`config.mk`:
```
export PLATFORM = sky130hd
export DESIGN_NAME = alu_seq
export DESIGN_NICKNAME = d
export VERILOG_FILES = /design/src/rtl/alu_seq.sv
export SDC_FILE = /design/constraint.sdc
export NUM_CORES = 1
export LEC_CHECK = 0
export ABC_AREA = 1
export CAP_MARGIN = 15
export CORE_ASPECT_RATIO = 0.8
export CORE_MARGIN = 2
export CORE_UTILIZATION = 46
export CTS_CLUSTER_SIZE = 24
export DETAILED_ROUTE_END_ITERATION = 10
export SLEW_MARGIN = 20
export SYNTH_ARGS = -nofsm -noshare
export SYNTH_HDL_FRONTEND = slang
export SYNTH_SLANG_ARGS = --single-unit
```
`constraint.sdc`:
```
create_clock -name clk -period 5.5 [get_ports clk]
set_clock_uncertainty 0.1 [all_clocks]
set_input_delay 1.1 -clock clk [delete_from_list [all_inputs] [get_ports clk]]
set_output_delay 1.1 -clock clk [all_outputs]
set_load 0.05 [all_outputs]
```
`src/rtl/alu_seq.sv`:
```
`default_nettype none
// ============================================================================
//  Module   : alu_seq
//  Brief    : Multi-cycle ALU with valid/ready handshake. Add, sub and the
//             logic ops finish in one clock; MUL (shift-add) and DIV
//             (restoring) iterate one bit per clock over WIDTH clocks.
//             Reports zero, negative, signed-overflow and divide-by-zero.
//  Revision : 1.0  initial release
// ============================================================================
module alu_seq #(
    parameter int WIDTH = 16,
    parameter int CNT_W = $clog2(WIDTH + 1)
) (
    input  logic             clk,
    input  logic             rst_n,
    input  logic             in_valid,
    output logic             in_ready,
    input  logic [WIDTH-1:0] a,
    input  logic [WIDTH-1:0] b,
    input  logic [2:0]       op,
    output logic             out_valid,
    input  logic             out_ready,
    output logic [WIDTH-1:0] out,
    output logic             zero,
    output logic             less,
    output logic             ovf,
    output logic             dbz
);

    localparam int         c_msb    = WIDTH - 1;
    localparam logic [2:0] c_op_add = 3'b000;
    localparam logic [2:0] c_op_sub = 3'b001;
    localparam logic [2:0] c_op_mul = 3'b010;
    localparam logic [2:0] c_op_div = 3'b011;
    localparam logic [2:0] c_op_and = 3'b100;
    localparam logic [2:0] c_op_or  = 3'b101;
    localparam logic [2:0] c_op_xor = 3'b110;
    localparam logic [2:0] c_op_xnr = 3'b111;

    typedef enum logic [1:0] {
        S_IDLE = 2'd0,
        S_MUL  = 2'd1,
        S_DIV  = 2'd2,
        S_DONE = 2'd3
    } state_t;

    state_t             r_state;
    state_t             w_state_nx;

    // Iterative working registers: r_a is multiplicand / quotient shifter,
    // r_b is multiplier shifter / divisor, r_acc is product / remainder.
    logic [WIDTH-1:0]   r_a;
    logic [WIDTH-1:0]   r_b;
    logic [WIDTH-1:0]   r_acc;
    logic [CNT_W-1:0]   r_cnt;

    logic [WIDTH-1:0]   r_out;
    logic               r_zero;
    logic               r_less;
    logic               r_ovf;
    logic               r_dbz;

    logic               w_last;
    logic [WIDTH-1:0]   w_sum;
    logic [WIDTH-1:0]   w_diff;
    logic [WIDTH-1:0]   w_alu;
    logic               w_alu_ovf;
    logic [WIDTH-1:0]   w_mul_acc;
    logic [WIDTH:0]     w_rem_sh;
    logic [WIDTH:0]     w_rem_sub;
    logic               w_div_ge;
    logic [WIDTH-1:0]   w_div_q;
    logic [WIDTH-1:0]   w_div_r;
    logic               w_load;
    logic [WIDTH-1:0]   w_res;
    logic               w_res_ovf;
    logic               w_res_dbz;

    assign in_ready  = (r_state == S_IDLE);
    assign out_valid = (r_state == S_DONE);
    assign out       = r_out;
    assign zero      = r_zero;
    assign less      = r_less;
    assign ovf       = r_ovf;
    assign dbz       = r_dbz;

    // The final iteration is the one that moves the counter from 1 to 0.
    assign w_last = (r_cnt == CNT_W'(1));

    // Single-cycle operations and their signed-overflow flag, from live inputs.
    always_comb begin
        w_sum     = a + b;
        w_diff    = a - b;
        w_alu     = '0;
        w_alu_ovf = 1'b0;
        case (op)
            c_op_add: begin
                w_alu     = w_sum;
                w_alu_ovf = (a[c_msb] == b[c_msb]) && (w_sum[c_msb] != a[c_msb]);
            end
            c_op_sub: begin
                w_alu     = w_diff;
                w_alu_ovf = (a[c_msb] == ~b[c_msb]) && (w_diff[c_msb] != a[c_msb]);
            end
            c_op_and: w_alu = a & b;
            c_op_or:  w_alu = a | b;
            c_op_xor: w_alu = a ^ b;
            c_op_xnr: w_alu = ~(a ^ b);
            default:  w_alu = '0;
        endcase
    end

    // One shift-add step and one restoring-division step per clock.
    always_comb begin
        w_mul_acc = r_acc + (r_b[0] ? r_a : '0);
        w_rem_sh  = {r_acc, r_a[c_msb]};
        w_rem_sub = w_rem_sh - {1'b0, r_b};
        w_div_ge  = ~w_rem_sub[WIDTH];
        w_div_q   = {r_a[WIDTH-2:0], w_div_ge};
        w_div_r   = w_div_ge ? w_rem_sub[WIDTH-1:0] : w_rem_sh[WIDTH-1:0];
    end

    // Select the value and flags that get latched when a result is produced.
    always_comb begin
        w_load    = 1'b0;
        w_res     = '0;
        w_res_ovf = 1'b0;
        w_res_dbz = 1'b0;
        case (r_state)
            S_IDLE: begin
                if (in_valid) begin
                    if (op == c_op_div && b == '0) begin
                        w_load    = 1'b1;
                        w_res     = '1;
                        w_res_dbz = 1'b1;
                    end else if (op != c_op_mul && op != c_op_div) begin
                        w_load    = 1'b1;
                        w_res     = w_alu;
                        w_res_ovf = w_alu_ovf;
                    end
                end
            end
            S_MUL: begin
                if (w_last) begin
                    w_load = 1'b1;
                    w_res  = w_mul_acc;
                end
            end
            S_DIV: begin
                if (w_last) begin
                    w_load = 1'b1;
                    w_res  = w_div_q;
                end
            end
            default: w_load = 1'b0;
        endcase
    end

    // Next-state decode.
    always_comb begin
        w_state_nx = r_state;
        case (r_state)
            S_IDLE: begin
                if (in_valid) begin
                    if (op == c_op_mul)
                        w_state_nx = S_MUL;
                    else if (op == c_op_div && b != '0)
                        w_state_nx = S_DIV;
                    else
                        w_state_nx = S_DONE;
                end
            end
            S_MUL, S_DIV: begin
                if (w_last)
                    w_state_nx = S_DONE;
            end
            S_DONE: begin
                if (out_ready)
                    w_state_nx = S_IDLE;
            end
            default: w_state_nx = S_IDLE;
        endcase
    end

    // State register.
    always_ff @(posedge clk or negedge rst_n) begin
        if (!rst_n)
            r_state <= S_IDLE;
        else
            r_state <= w_state_nx;
    end

    // Operand capture and iteration datapath.
    always_ff @(posedge clk or negedge rst_n) begin
        if (!rst_n) begin
            r_a   <= '0;
            r_b   <= '0;
            r_acc <= '0;
            r_cnt <= '0;
        end else begin
            case (r_state)
                S_IDLE: begin
                    if (in_valid) begin
                        r_a   <= a;
                        r_b   <= b;
                        r_acc <= '0;
                        if (op == c_op_mul || (op == c_op_div && b != '0))
                            r_cnt <= CNT_W'(WIDTH);
                    end
                end
                S_MUL: begin
                    r_acc <= w_mul_acc;
                    r_a   <= r_a << 1;
                    r_b   <= r_b >> 1;
                    r_cnt <= r_cnt - CNT_W'(1);
                end
                S_DIV: begin
                    r_acc <= w_div_r;
                    r_a   <= w_div_q;
                    r_cnt <= r_cnt - CNT_W'(1);
                end
                default: r_cnt <= r_cnt;
            endcase
        end
    end

    // Result and flag registers; loaded once per operation and held in DONE.
    always_ff @(posedge clk or negedge rst_n) begin
        if (!rst_n) begin
            r_out  <= '0;
            r_zero <= 1'b0;
            r_less <= 1'b0;
            r_ovf  <= 1'b0;
            r_dbz  <= 1'b0;
        end else if (w_load) begin
            r_out  <= w_res;
            r_zero <= (w_res == '0);
            r_less <= w_res[c_msb];
            r_ovf  <= w_res_ovf;
            r_dbz  <= w_res_dbz;
        end
    end

endmodule
`default_nettype wire
```
==> metrics <==
Layout area overhead 11.9%; Worst Path Class, Setup primary input to register; slew at the pin with the worst max-slew slack around 1 ns; RePlAce Congestion 0.978; number of levels in the clock H-tree 3; wire length of the first global-routing pass approximately 47000 µm; cell at the root of the clock tree sky130_fd_sc_hd__clkbuf_16; antenna cell count 0; count of maximum capacitance violations 0; Die Height 127 µm; portion of total power attributed to sequential cells between 20% and 30%; number of max-slew violations in the final report 0; EDFF count, synth 0; status complete, no violations; Worst path max stage delay roughly 0.56 ns; count of final setup violators 0; count of routing violations after the opening detailed-route iteration roughly 870; Routed WL per cell between 15 and 20 µm; core area around 18000 µm²; Data required, critical path 5.69 ns; setup TNS 0 ns; shortest clock period the worst path allows after layout ~4 ns; relative slew slack between 30% and 40%; Arrival @ worst endpoint 4.17 ns; leading register cell type out of synthesis sky130_fd_sc_hd__dfrtp_1; kind of path behind the tightest hold check register to register; share of flip-flops with an asynchronous set or reset after synthesis 100%; Die Area 20000 µm²; number of CTS-inserted buffers 9; synthesized flop and latch total 74; ANT nets after route 0; post-CTS setup buffers 0; antenna violations before repair 2; CTS tree yes; Horiz. Die Dim between 150 and 200 µm; DP HPWL approximately 24000 µm; vias in the first global route ~8200; Final Hold Fails 0; period utilization between 70 and 80%; clk sinks 74; cells along the critical path clkdlybuf4s50_1 -> inv_1 -> ha_1 -> inv_1 -> a21oi_2 -> nand2_1 -> a21oi_1 -> nand2_1 -> a21oi_1 -> nand3_1 -> nand2_1 -> nand3_1 -> nor2_1 -> nand2_1 -> nand2_1 -> nand3_1 -> nand2_1; sequential cell area fraction in the yosys report a little over a fifth; Vias 9219; post-detailed-route via-to-cell ratio around 5.5; largest voltage drop on the vdd net ~0.31 mV; Worst setup SP type primary input; sum of overflow across all layers after global routing 0; fraction of layout instances using a drive strength above 1 under 10%; # resized after CTS 0; final std cell area, no fill approximately 9700 µm²; Cell Area, Placed roughly 9400 µm²; routed wire length 30000 µm; syn avg cell area 6.22 µm²; Leakage Power between 0.005 and 0.006 µW; all-layer global routing usage around 30%; Max stage delay cell, worst path sky130_fd_sc_hd__clkdlybuf4s50_1; Clock transition at path regs 0.07 ns; number of design rule violations left after detail routing 0; number of distinct library cell variants in the gate-level netlist after synthesis slightly below 50; summed instance area of the synthesized netlist 8690 µm²; top-level I/O count 61; Max Root-Sink Buffers 2; CP most frequent cell sky130_fd_sc_hd__nand2_1; Switching Power about 2500 µW; net total in the final layout between 1500 and 2000; total power per unit cell area 479 nW/µm²; Ys Warns 0; top library cells by usage in the layout, fill and taps aside sky130_fd_sc_hd__nand2_1, sky130_fd_sc_hd__inv_1, sky130_fd_sc_hd__nand3_1, sky130_fd_sc_hd__ha_1, sky130_fd_sc_hd__nor2_1; sw frac between 50% and 60%; relative contribution of the clock network to total power 13.7%; share of power burned in combinational logic around two thirds; cell-internal power approximately 2100 µW; most common cell after layout, fill and taps aside sky130_fd_sc_hd__nand2_1; cells after synthesis approximately 1400; buffers added on ports 60; clock insertion delay at the later pin of the skew report around 0.35 ns; Site Rows 44; Worst Path Max Fanout 10; detailed-router iteration count before antenna repair 5; post-synthesis net count about 1500; CP endpoint kind register; RSZ-0062 raised after global routing false; Max Fclk about 0.25 GHz; largest net degree at the start of global routing between 70 and 80; quantity of hold-fixing buffers added after cts 0; Initial Utilization around 47%
cells in the mapped netlist, types with 3 or more instances:
library cell	instances	area (µm²)
sky130_fd_sc_hd__a21o_1	6	45.0
sky130_fd_sc_hd__a21oi_1	77	385
sky130_fd_sc_hd__a21oi_2	6	52.6
sky130_fd_sc_hd__a22o_1	4	35.0
sky130_fd_sc_hd__a31oi_1	6	37.5
sky130_fd_sc_hd__and2_1	3	18.8
sky130_fd_sc_hd__buf_1	4	15.0
sky130_fd_sc_hd__buf_2	16	80.1
sky130_fd_sc_hd__buf_4	5	37.5
sky130_fd_sc_hd__buf_6	7	78.8
sky130_fd_sc_hd__clkbuf_1	18	67.6
sky130_fd_sc_hd__dfrtp_1	74	1850
sky130_fd_sc_hd__fa_1	4	80.1
sky130_fd_sc_hd__ha_1	90	1130
sky130_fd_sc_hd__inv_1	205	769
sky130_fd_sc_hd__inv_2	9	33.8
sky130_fd_sc_hd__nand2_1	432	1620
sky130_fd_sc_hd__nand2_2	5	31.3
sky130_fd_sc_hd__nand3_1	124	621
sky130_fd_sc_hd__nand3_2	3	30.0
sky130_fd_sc_hd__nand3b_1	8	60.1
sky130_fd_sc_hd__nand4_1	21	131
sky130_fd_sc_hd__nor2_1	87	327
sky130_fd_sc_hd__nor2_2	3	18.8
sky130_fd_sc_hd__nor3_1	8	40.0
sky130_fd_sc_hd__o211ai_1	21	158
sky130_fd_sc_hd__o21a_1	3	22.5
sky130_fd_sc_hd__o21ai_0	77	385
sky130_fd_sc_hd__o21ai_1	6	30.0
sky130_fd_sc_hd__o21bai_1	5	37.5
sky130_fd_sc_hd__o22ai_1	28	175
sky130_fd_sc_hd__xnor2_1	8	70.1
sky130_fd_sc_hd__xor2_1	5	43.8
kinds of logic (layout without fill, tap and decap cells):
group	Yosys count	after routing	synth area share, %
AO/OA/AOI/OAI	249	249	16.6
XOR/XNOR	13	13	1.31
adder cells (fa/ha/maj)	94	94	13.9
buffers and inverters	265	297	12.5
flip-flops	74	74	21.3
AND/OR/NAND/NOR	702	702	34.3
state kept, by name, indices dropped and copies added, names as in the netlist:
signal / flops
r_b: 16
r_acc: 16
r_cnt: 5
out: 16
zero: 1
r_a: 16
r_state: 2
ovf: 1
dbz: 1
critical path: cells and delay by family:
kind,cells,cell delay (ns)
and+or+nand+nor,10,0.90
buffers and inverters,3,0.89
AOI/OAI and AO/OA,3,0.72
adders and majority gates,1,0.55
power groups by stage:
stage          clock, µW  sequential [µW]  combinational (µW)
2_1_floorplan          0             1060                2080
3_3_place_gp           0              953                2980
3_5_place_dp           0              957                2990
4_1_cts              647              947                3010
5_1_grt              679              979                3410
6_report             637              954                3060
routing by layer:
layer  vias to the layer above  track usage [%]  wire length [µm]
met2                       399             43.5             12200
met1                      4182             46.9             14500
met4                         4             7.06               580
met3                        49             5.91              2650
li1                       4585                -                 -
met5                         -                0                27
path summary, 6_finish.rpt:
check                       start        end  slack [ns]  depth (start not counted)
max                         b[10]       zero        1.52                         17
min                        out[8]     out[8]        0.38                          2
max reg2reg                r_b[0]  r_acc[14]        1.94                         15
min reg2reg                out[8]     out[8]        0.38                          2
max in group asynchronous   rst_n     r_a[8]        4.12                          2
min in group asynchronous   rst_n   r_acc[1]        0.59                          1
layout make-up:
| type | instances | area (µm²) |
|---|---|---|
| flip-flops and latches | 74 | 1850 |
| repair buffers | 66 | 663 |
| multi-input cells | 1058 | 5770 |
| clock buffers | 9 | 225 |
| clock inverters | 7 | 85.1 |
| well taps | 253 | 317 |
| fillers | 1940 | 8610 |
| inverters | 215 | 810 |
metrics by stage:
step | hold slack [ns] | worst slack (ns) | utilization [%] | cells | power, µW
2_1_floorplan | 0.393 | 2.56 | - | 1397 | 3140
3_3_place_gp | 0.365 | 1.25 | 51.1 | 1665 | 3930
3_5_place_dp | 0.372 | 1.29 | 51.2 | 1665 | 3950
4_1_cts | 0.389 | 1.65 | 52.8 | 1681 | 4610
5_1_grt | 0.407 | 1.31 | 53.0 | 1682 | 5070
6_report | 0.383 | 1.52 | 53.0 | 1682 | 4660
Power figures use the tool's default switching activity.
